### src/rtl/evt_encoder_pkg.sv
// Shared types and helpers for the event encoder.
package evt_encoder_pkg;

    localparam int MAX_N = 64;

    typedef enum logic {
        IDLE    = 1'b0,
        PRESENT = 1'b1
    } state_t;

    // OR of set-bit positions; exact for a one-hot (or zero) vector.
    function automatic int oh2idx(input logic [MAX_N-1:0] oh);
        int r;
        r = 0;
        for (int i = 0; i < MAX_N; i++)
            if (oh[i]) r = r | i;
        return r;
    endfunction

endpackage

### src/rtl/prio_rotate_sel.sv
// First-set-bit search over req, beginning at start and wrapping modulo N.
module prio_rotate_sel
    import evt_encoder_pkg::*;
#(
    parameter int N     = 4,
    parameter int IDX_W = $clog2(N),
    parameter bit DESC  = 1'b0
) (
    input  logic [N-1:0]     req,
    input  logic [IDX_W-1:0] start,
    output logic             any,
    output logic [IDX_W-1:0] idx
);

    logic [N-1:0] grant;

    always_comb begin
        grant = '0;
        any   = 1'b0;
        for (int i = 0; i < N; i++) begin
            int pos;
            if (DESC) begin
                pos = int'(start) - i;
                if (pos < 0) pos = pos + N;
            end else begin
                pos = int'(start) + i;
                if (pos >= N) pos = pos - N;
            end
            if (req[pos] && !any) begin
                grant[pos] = 1'b1;
                any        = 1'b1;
            end
        end
    end

    assign idx = IDX_W'(oh2idx(MAX_N'(grant)));

endmodule

### src/rtl/evt_encoder.sv
// Latches event pulses and hands out one pending channel index per cycle.
module evt_encoder
    import evt_encoder_pkg::*;
#(
    parameter int N       = 4,
    parameter int IDX_W   = $clog2(N),
    parameter int RR_MODE = 0
) (
    input  logic             clk,
    input  logic             rst_n,
    input  logic             clr,
    input  logic [N-1:0]     evt_in,
    input  logic [N-1:0]     mask,
    output logic             out_valid,
    input  logic             out_ready,
    output logic [IDX_W-1:0] out_idx,
    output logic [N-1:0]     pending,
    output logic             overflow
);

    localparam logic [IDX_W-1:0] LAST = IDX_W'(N - 1);

    state_t           state, state_n;
    logic [N-1:0]     pend_q, pend_n, load_oh;
    logic [IDX_W-1:0] idx_q, rr_last, start, sel;
    logic             sel_any, load, ovf_q;

    // Fixed priority searches downward from the top channel.
    assign start = (RR_MODE != 0)
                 ? ((rr_last == LAST) ? '0 : rr_last + 1'b1)
                 : LAST;

    prio_rotate_sel #(
        .N     (N),
        .IDX_W (IDX_W),
        .DESC  (RR_MODE == 0)
    ) u_sel (
        .req   (pend_q & mask),
        .start (start),
        .any   (sel_any),
        .idx   (sel)
    );

    always_comb begin
        load    = sel_any && ((state == IDLE) || out_ready);
        load_oh = load ? (N'(1) << sel) : '0;
        pend_n  = (pend_q & ~load_oh) | evt_in;
        state_n = state;
        unique case (state)
            IDLE:    if (sel_any) state_n = PRESENT;
            PRESENT: if (out_ready && !sel_any) state_n = IDLE;
            default: state_n = IDLE;
        endcase
    end

    always_ff @(posedge clk or negedge rst_n) begin
        if (!rst_n) begin
            state   <= IDLE;
            pend_q  <= '0;
            idx_q   <= '0;
            ovf_q   <= 1'b0;
            rr_last <= LAST;
        end else if (clr) begin
            state   <= IDLE;
            pend_q  <= '0;
            idx_q   <= '0;
            ovf_q   <= 1'b0;
            rr_last <= LAST;
        end else begin
            state  <= state_n;
            pend_q <= pend_n;
            ovf_q  <= |(evt_in & pend_q & ~load_oh);
            if (load) begin
                idx_q   <= sel;
                rr_last <= sel;
            end
        end
    end

    assign out_valid = (state == PRESENT);
    assign out_idx   = idx_q;
    assign pending   = pend_q;
    assign overflow  = ovf_q;

endmodule

### config.mk
export PLATFORM = sky130hd
export DESIGN_NAME = evt_encoder
export DESIGN_NICKNAME = d
export VERILOG_FILES = /design/src/rtl/evt_encoder_pkg.sv /design/src/rtl/prio_rotate_sel.sv /design/src/rtl/evt_encoder.sv
export SDC_FILE = /design/constraint.sdc
export NUM_CORES = 1
export LEC_CHECK = 0
export ABC_AREA = 0
export BUFFER_PORTS_ARGS = -buffer_cell sky130_fd_sc_hd__clkbuf_2
export CAP_MARGIN = 30
export CORE_ASPECT_RATIO = 1.1
export CORE_MARGIN = 2
export CORE_UTILIZATION = 46
export CTS_CLUSTER_DIAMETER = 30
export CTS_CLUSTER_SIZE = 25
export DETAILED_ROUTE_END_ITERATION = 12
export GPL_TIMING_DRIVEN = 0
export MAX_ROUTING_LAYER = met4
export PLACE_DENSITY = 0.74
export SLEW_MARGIN = 10
export SYNTH_ARGS = -nofsm -noshare
export SYNTH_HDL_FRONTEND = slang
export SYNTH_HIERARCHICAL = 1
export SYNTH_SLANG_ARGS = --single-unit
### constraint.sdc
create_clock -name clk -period 2.5 [get_ports clk]
set_input_delay 0.625 -clock clk [delete_from_list [all_inputs] [get_ports clk]]
set_output_delay 0.625 -clock clk [all_outputs]
set_load 0.02 [all_outputs]
==> results of run 1 <==
cell usage in the layout (no fill, tap or decap), types with 3 or more instances in the layout:
cell      count
ha_1          6
a21oi_1       7
dfrtp_1       8
and2_1        6
nand2_1       7
inv_1         3
clkbuf_2     18
clkbuf_4      3
conb_1       11
o22ai_1       3
buf_4         3
nor2_1        7
critical path: cells and delay by family:
kind                   cells  cell delay [ps]
multiplexers               2              820
AND/OR/NAND/NOR            4              620
AO/OA/AOI/OAI              3              410
buffers and inverters      1               80
worst paths after layout:
check / startpoint / end / slack (ps)
worst max-delay path: mask[2] / overflow / 90
worst min-delay path: rst_n / out_idx[1] / 220
worst max register to register: pending[2] / overflow / 130
worst min register to register: out_idx[0] / out_idx[0] / 520
max in group asynchronous: rst_n / pending[2] / 2110
min in group clk: out_idx[0] / out_idx[0] / 520
metrics by stage:
| step | worst slack, ps | utilization | hold WS (ps) |
|---|---|---|---|
| 2_1_floorplan | 2.805 | - | 329.4 |
| 3_3_place_gp | -188.9 | 0.5960 | 480.9 |
| 3_5_place_dp | -211.8 | 0.5960 | 482.2 |
| 4_1_cts | 43.55 | 0.6104 | 218.3 |
| 5_1_grt | -6.727 | 0.6201 | 216.6 |
| 6_report | 85.01 | 0.6201 | 215.5 |
cells by family (layout without fill, tap and decap cells):
logic type      Yosys count  after routing  share of synthesized area
mux                       4              4                     0.1144
fa+ha+maj                 6              6                    0.09950
buf+inv                   7             30                    0.05970
simple gates             36             36                     0.2819
flops                     8              8                     0.2653
compound gates           18             18                     0.1741
other cells               1             11                   0.004970
layer usage:
layer	GRT usage	vias to the layer above	part of all wire
met5	-	-	0
met4	0.01875	0	0
met3	0.05882	0	0.049
met2	0.3262	16	0.51
met1	0.2096	311	0.44
li1	-	348	-
what timing repair did:
action                     4_1_cts  5_1_grt
buffers inserted                 0        2
setup endpoints to repair        0        2
hold buffers                     0        0
sequential cells by signal (all words and copies together), names as in the netlist:
| signal | cells |
|---|---|
| out_idx | 2 |
| overflow | 1 |
| out_valid | 1 |
| pending | 4 |
cell type report:
type / count / area [µm²]
Multi-Input combinational cell: 75 / 571.8
Tap cell: 17 / 21.27
Inverter: 3 / 11.26
Clock buffer: 3 / 22.52
Timing Repair Buffer: 20 / 105.1
Fill cell: 150 / 591.8
Sequential cell: 8 / 200.2
Buffer: 4 / 33.78
power by group through the flow:
stage          combinational, mW  sequential [mW]  clock [mW]
3_5_place_dp               0.148            0.151           0
6_report                   0.157            0.148      0.0956
3_3_place_gp               0.144            0.150           0
4_1_cts                    0.148            0.149      0.0988
2_1_floorplan             0.0998            0.163           0
5_1_grt                    0.173            0.150       0.108
==> flow_summary.json, run 1 <==
{
  "status": "completed",
  "cp_data_arrival_time_ps": 2530,
  "place.gp.congestion": 0.7555,
  "maxSlewViolCount": 0,
  "synthTopCellsByCount": "dfrtp_1 (8), a21oi_1 (7), and2_1 (7), nand2_1 (7), nor2_1 (7)",
  "comb_power_share": 0.391,
  "critPathSlowestCell": "mux4_2",
  "io_pins": 20,
  "dpl_cell_area_um2": 928.4,
  "dp_hpwl_mm": 1.279,
  "cp_cell_sequence": "clkbuf_2, and2_4, mux4_2, mux2_4, nor2_4, o311ai_4, and2b_1, nand3_2, o211ai_1, a31oi_1",
  "syn2layout_area_growth_pct": 28.03,
  "clock_path_buffers": 2,
  "row_count": 15,
  "yosys_register_bits": 8,
  "ys_seq_area_frac": 0.2653,
  "via_per_inst": 5.192,
  "irDropWorstVdd_mv": 0.3651,
  "coreArea_um2": 1558,
  "async_reset_ff_frac": 1.000,
  "skew_ps": 1.226,
  "timing.fmax_ghz": 0.4141,
  "n_antenna_cell": 0,
  "cts_tree": "yes",
  "p_sw_frac": 0.3379,
  "finalSetupViolCount": 0,
  "portBuffers": 18,
  "yosysWarnings": 6,
  "finalSetupTns_ps": 0,
  "ys_types": 35,
  "cts-root-buf": "clkbuf_4",
  "drv_cap": 0,
  "vias": 675,
  "ctsResizeCount": 0,
  "reg2reg_depth": 9,
  "synthCells": 80,
  "p_leak_nw": 0.4955,
  "wirelength_mm": 1.515,
  "p_sw_mw": 0.1354,
  "drt-pass1-iter-count": 4,
  "clkPwrFrac": 0.239,
  "synth_edf_count": 0,
  "antenna_found_initial": 0,
  "grt_max_degree": 10,
  "cts_max_level": 1,
  "drc_errors": 0,
  "fin_crit_sh": 0.9660,
  "start_util": 0.4843,
  "antenna_left": 0,
  "netlist_area_um2": 754.5,
  "cp_max_fo": 7,
  "pwr_density_cell_nw_per_um2": 414.8,
  "clk_pin_slew_ps": 50,
  "die_x_um": 42.62,
  "nNetsFinal": 133,
  "insertion_delay_ps": 250,
  "syn_avg_cell_area_um2": 9.431,
  "synth.most_common_cell": "dfrtp_1",
  "drtIter0Drc": 4,
  "wl_per_cell_um": 11.65,
  "finalPower_mw": 0.4007,
  "synth_top_area_frac": 0.2653,
  "cp-end-kind": "register",
  "fin_crit_ps": 2415,
  "dp_cells": 125,
  "track_usage": 0.1827,
  "die_area_um2": 1981,
  "grt_pass1_vias": 602,
  "hold_viol": 0,
  "grt_overflow": 0,
  "ys_top_cells_by_area": "dfrtp_1 (27%), ha_1 (10%), mux4_2 (6.0%)",
  "drive_above_1_share": 0.3186,
  "fin_cells": 130,
  "design_area_um2": 965.9,
  "cts_inserted_buffers": 3,
  "cp-start-kind": "input port",
  "die_h_um": 46.48,
  "p_seq_frac": 0.371,
  "crit_required_ps": 2620,
  "critical_path_class": "in -> reg",
  "internal-power_mw": 0.2653,
  "cts_sinks": 8,
  "hp-class": "in -> async",
  "cpPeakStageDelay_ps": 490,
  "synth-main-ff-cell": "dfrtp_1",
  "grt_first_pass_wirelength_mm": 2.559,
  "yosys.area.top_type": "dfrtp_1"
}
Power figures use the tool's default switching activity.
==> run 2: changes to the inputs <==
--- a/config.mk
+++ b/config.mk
@@ -5,12 +5,11 @@
 export SDC_FILE = /design/constraint.sdc
 export NUM_CORES = 1
 export LEC_CHECK = 0
-export ABC_AREA = 0
+export ABC_AREA = 1
 export BUFFER_PORTS_ARGS = -buffer_cell sky130_fd_sc_hd__clkbuf_2
-export CAP_MARGIN = 30
 export CORE_ASPECT_RATIO = 1.1
 export CORE_MARGIN = 2
-export CORE_UTILIZATION = 46
+export CORE_UTILIZATION = 47
 export CTS_CLUSTER_DIAMETER = 30
 export CTS_CLUSTER_SIZE = 25
 export DETAILED_ROUTE_END_ITERATION = 12
==> run 2 against run 1 <==
Compared with the run above:
- combinational power increased by 12%
- clock skew about the same
- register-to-register slack improved by 470 ps
- global-route usage increased by 1.0 points
- sequential cell count unchanged
- non-clock buffer count decreased by 5
- clock power decreased by 5.2%
- worst hold slack got worse by 2.7 ps
- final area increased by 7.0%
- first-iteration DRC count increased to 6.0 times the previous value
- clock-buffer cell count unchanged
- highest routed layer is now met4
==> flow_summary.json, run 2 <==
{
  "status": "completed",
  "hold_viol": 0,
  "reg2reg_depth": 18,
  "p_sw_frac": 0.3874,
  "synthTopCellsByCount": "nand2_1 (38), inv_1 (26), nand3_1 (23), nor2_1 (13), dfrtp_1 (8)",
  "ys_seq_area_frac": 0.2399,
  "cp-end-kind": "register",
  "p_sw_mw": 0.1616,
  "fin_crit_sh": 0.7822,
  "p_seq_frac": 0.362,
  "finalSetupTns_ps": 0,
  "skew_ps": 1.521,
  "start_util": 0.5171,
  "place.gp.congestion": 0.8451,
  "crit_buf_inv": 5,
  "cts_tree": "yes",
  "cp_top_family": "simple AND/OR/NAND/NOR gates",
  "netlist_area_um2": 834.6,
  "antenna_left": 0,
  "drc_errors": 0,
  "largest_reg_flops": 4,
  "layout_common_cells": "nand2_1 (38), inv_1 (26), nand3_1 (23)",
  "hp-class": "in -> async",
  "finalSetupViolCount": 0,
  "pwr_density_cell_nw_per_um2": 403.6,
  "rsz0062_at_grt": "false",
  "critical_path_class": "in -> reg",
  "grt_overflow": 0,
  "hold_buffers": 0,
  "vias": 875,
  "yosys_register_bits": 8,
  "cp_data_arrival_time_ps": 2080,
  "drive_above_1_share": 0.2057,
  "cts-root-buf": "clkbuf_4",
  "cp_max_fo": 4,
  "dp_cells": 189,
  "internal-power_mw": 0.2555,
  "cts_inserted_buffers": 3,
  "fin_crit_ps": 1956,
  "cp_cell_sequence": "clkbuf_2, nand2_1, inv_1, inv_1, nand2_1, nand3_1, nand2_1, nand3_1, nand2_1, inv_1, nand2_1, nor2_1, nand2_1, inv_1, nor2_1, nand3_1, nand2_1, nand2_1, nor2_1, nor2_1",
  "die_area_um2": 2129,
  "die_h_um": 48.20,
  "async_reset_ff_frac": 1.000,
  "wirelength_mm": 1.618,
  "portBuffers": 19,
  "cts_max_level": 1,
  "ctsResizeCount": 0,
  "n_antenna_cell": 0,
  "r2r-end": "overflow",
  "via_per_inst": 4.557,
  "crit_cells": 20,
  "yosys.area.top_type": "dfrtp_1",
  "insertion_delay_ps": 240,
  "finalPower_mw": 0.4171,
  "cp-start-kind": "input port",
  "drtIter0Drc": 24,
  "post-cts-setup-buffers": 0,
  "ys_top_cells_by_area": "dfrtp_1 (24%), nand2_1 (17%), nand3_1 (14%)",
  "nNetsFinal": 195,
  "cpPeakStageDelay_ps": 130,
  "crit_required_ps": 2630,
  "synthCells": 137,
  "timing.fmax_ghz": 0.5114,
  "track_usage": 0.1931,
  "cts_sinks": 8,
  "coreArea_um2": 1614,
  "grt_pass1_vias": 754,
  "syn_avg_cell_area_um2": 6.092,
  "clkPwrFrac": 0.217,
  "critPathSlowestCell": "inv_1",
  "yosysWarnings": 6,
  "fin_cells": 192,
  "grt_first_pass_wirelength_mm": 2.918,
  "die_x_um": 44.18,
  "critical_path.most_common_cell": "nand2_1",
  "r2r_slack_ps": 600,
  "layout_commonest_cell": "nand2_1",
  "row_count": 15,
  "reg2reg_from": "pending[3]",
  "maxSlewViolCount": 0,
  "n_fill_cell": 170,
  "dp_hpwl_mm": 1.422,
  "irDropWorstVdd_mv": 0.3068,
  "ys_types": 17,
  "wl_per_cell_um": 8.427,
  "drv_cap": 0,
  "synth_edf_count": 0,
  "synth-main-ff-cell": "dfrtp_1",
  "grt_max_degree": 10,
  "synth.most_common_cell": "nand2_1",
  "hold_ws_ps": 212.8,
  "io_pins": 20,
  "finish.utilization": 0.6403,
  "synth_top_area_frac": 0.2399,
  "p_leak_nw": 0.6727,
  "clock_path_buffers": 2,
  "comb_power_share": 0.421,
  "syn2layout_area_growth_pct": 23.84,
  "antenna_found_initial": 0,
  "drt-pass1-iter-count": 4,
  "clk_pin_slew_ps": 50
}
run 2: cell types whose count changed in the layout (fill, tap and decap cells not counted), sizes merged, moves of 2 or more:
cell and delta:
nand2 +36, inv +26, nand3 +23, and2 -7, nor2 +7, conb +6, buf -5, mux4 -3
o22ai -3, a21oi -2, and2b -2, nand3b -2
run 2: logic make-up after synthesis:
kind of cell               synth area share
AOI/OAI and AO/OA                   0.04197
and+or+nand+nor                      0.4903
buffers and inverters                0.1334
DFF                                  0.2399
other                              0.004493
adders and majority gates           0.08995
run 2: worst max-delay path by stage:
stage	to	start	slack, ps
floorplan	overflow	mask[3]	560
global placement	overflow	mask[3]	290
detailed placement	overflow	mask[2]	280
CTS	overflow	mask[2]	540
global route	overflow	mask[2]	310
finish	overflow	mask[2]	540
run 2: worst register-to-register path, delay by kind of cell, from the launching register on:
family	cells	cell delay [ps]
and+or+nand+nor	15	1210
buffers and inverters	3	190
DFF	1	400
run 2: power groups by stage:
stage	combinational, mW	clock, mW	sequential [mW]
after floorplan	0.113	0	0.169
after global placement	0.169	0	0.153
after detailed placement	0.171	0	0.153
after CTS	0.172	0.0971	0.151
after global routing	0.201	0.0991	0.153
final	0.176	0.0906	0.151
run 2: cell type report:
| type | instances | area (µm²) | area share |
|---|---|---|---|
| multi-input cells | 116 | 583.1 | 0.5642 |
| flip-flops and latches | 8 | 200.2 | 0.1937 |
| inverters | 29 | 111.4 | 0.1077 |
| repair buffers | 19 | 95.09 | 0.09201 |
| clock buffers | 3 | 22.52 | 0.02179 |
| well taps | 17 | 21.27 | 0.02058 |
run 2: per-stage QoR:
step,setup WS [ps],area [µm²]
after floorplan,562.2,894.6
after global placement,288.6,1011
after detailed placement,282.4,1011
after CTS,541.5,1033
after global routing,309.6,1033
final,544.4,1033
run 2: layer usage:
layer / wire length (µm) / part of all wire / track usage
met1: 730 / 0.45 / 0.2195
met2: 821 / 0.51 / 0.3235
met3: 47 / 0.029 / 0.02593
met4: 19 / 0.012 / 0.1273
met5: 0 / 0 / -
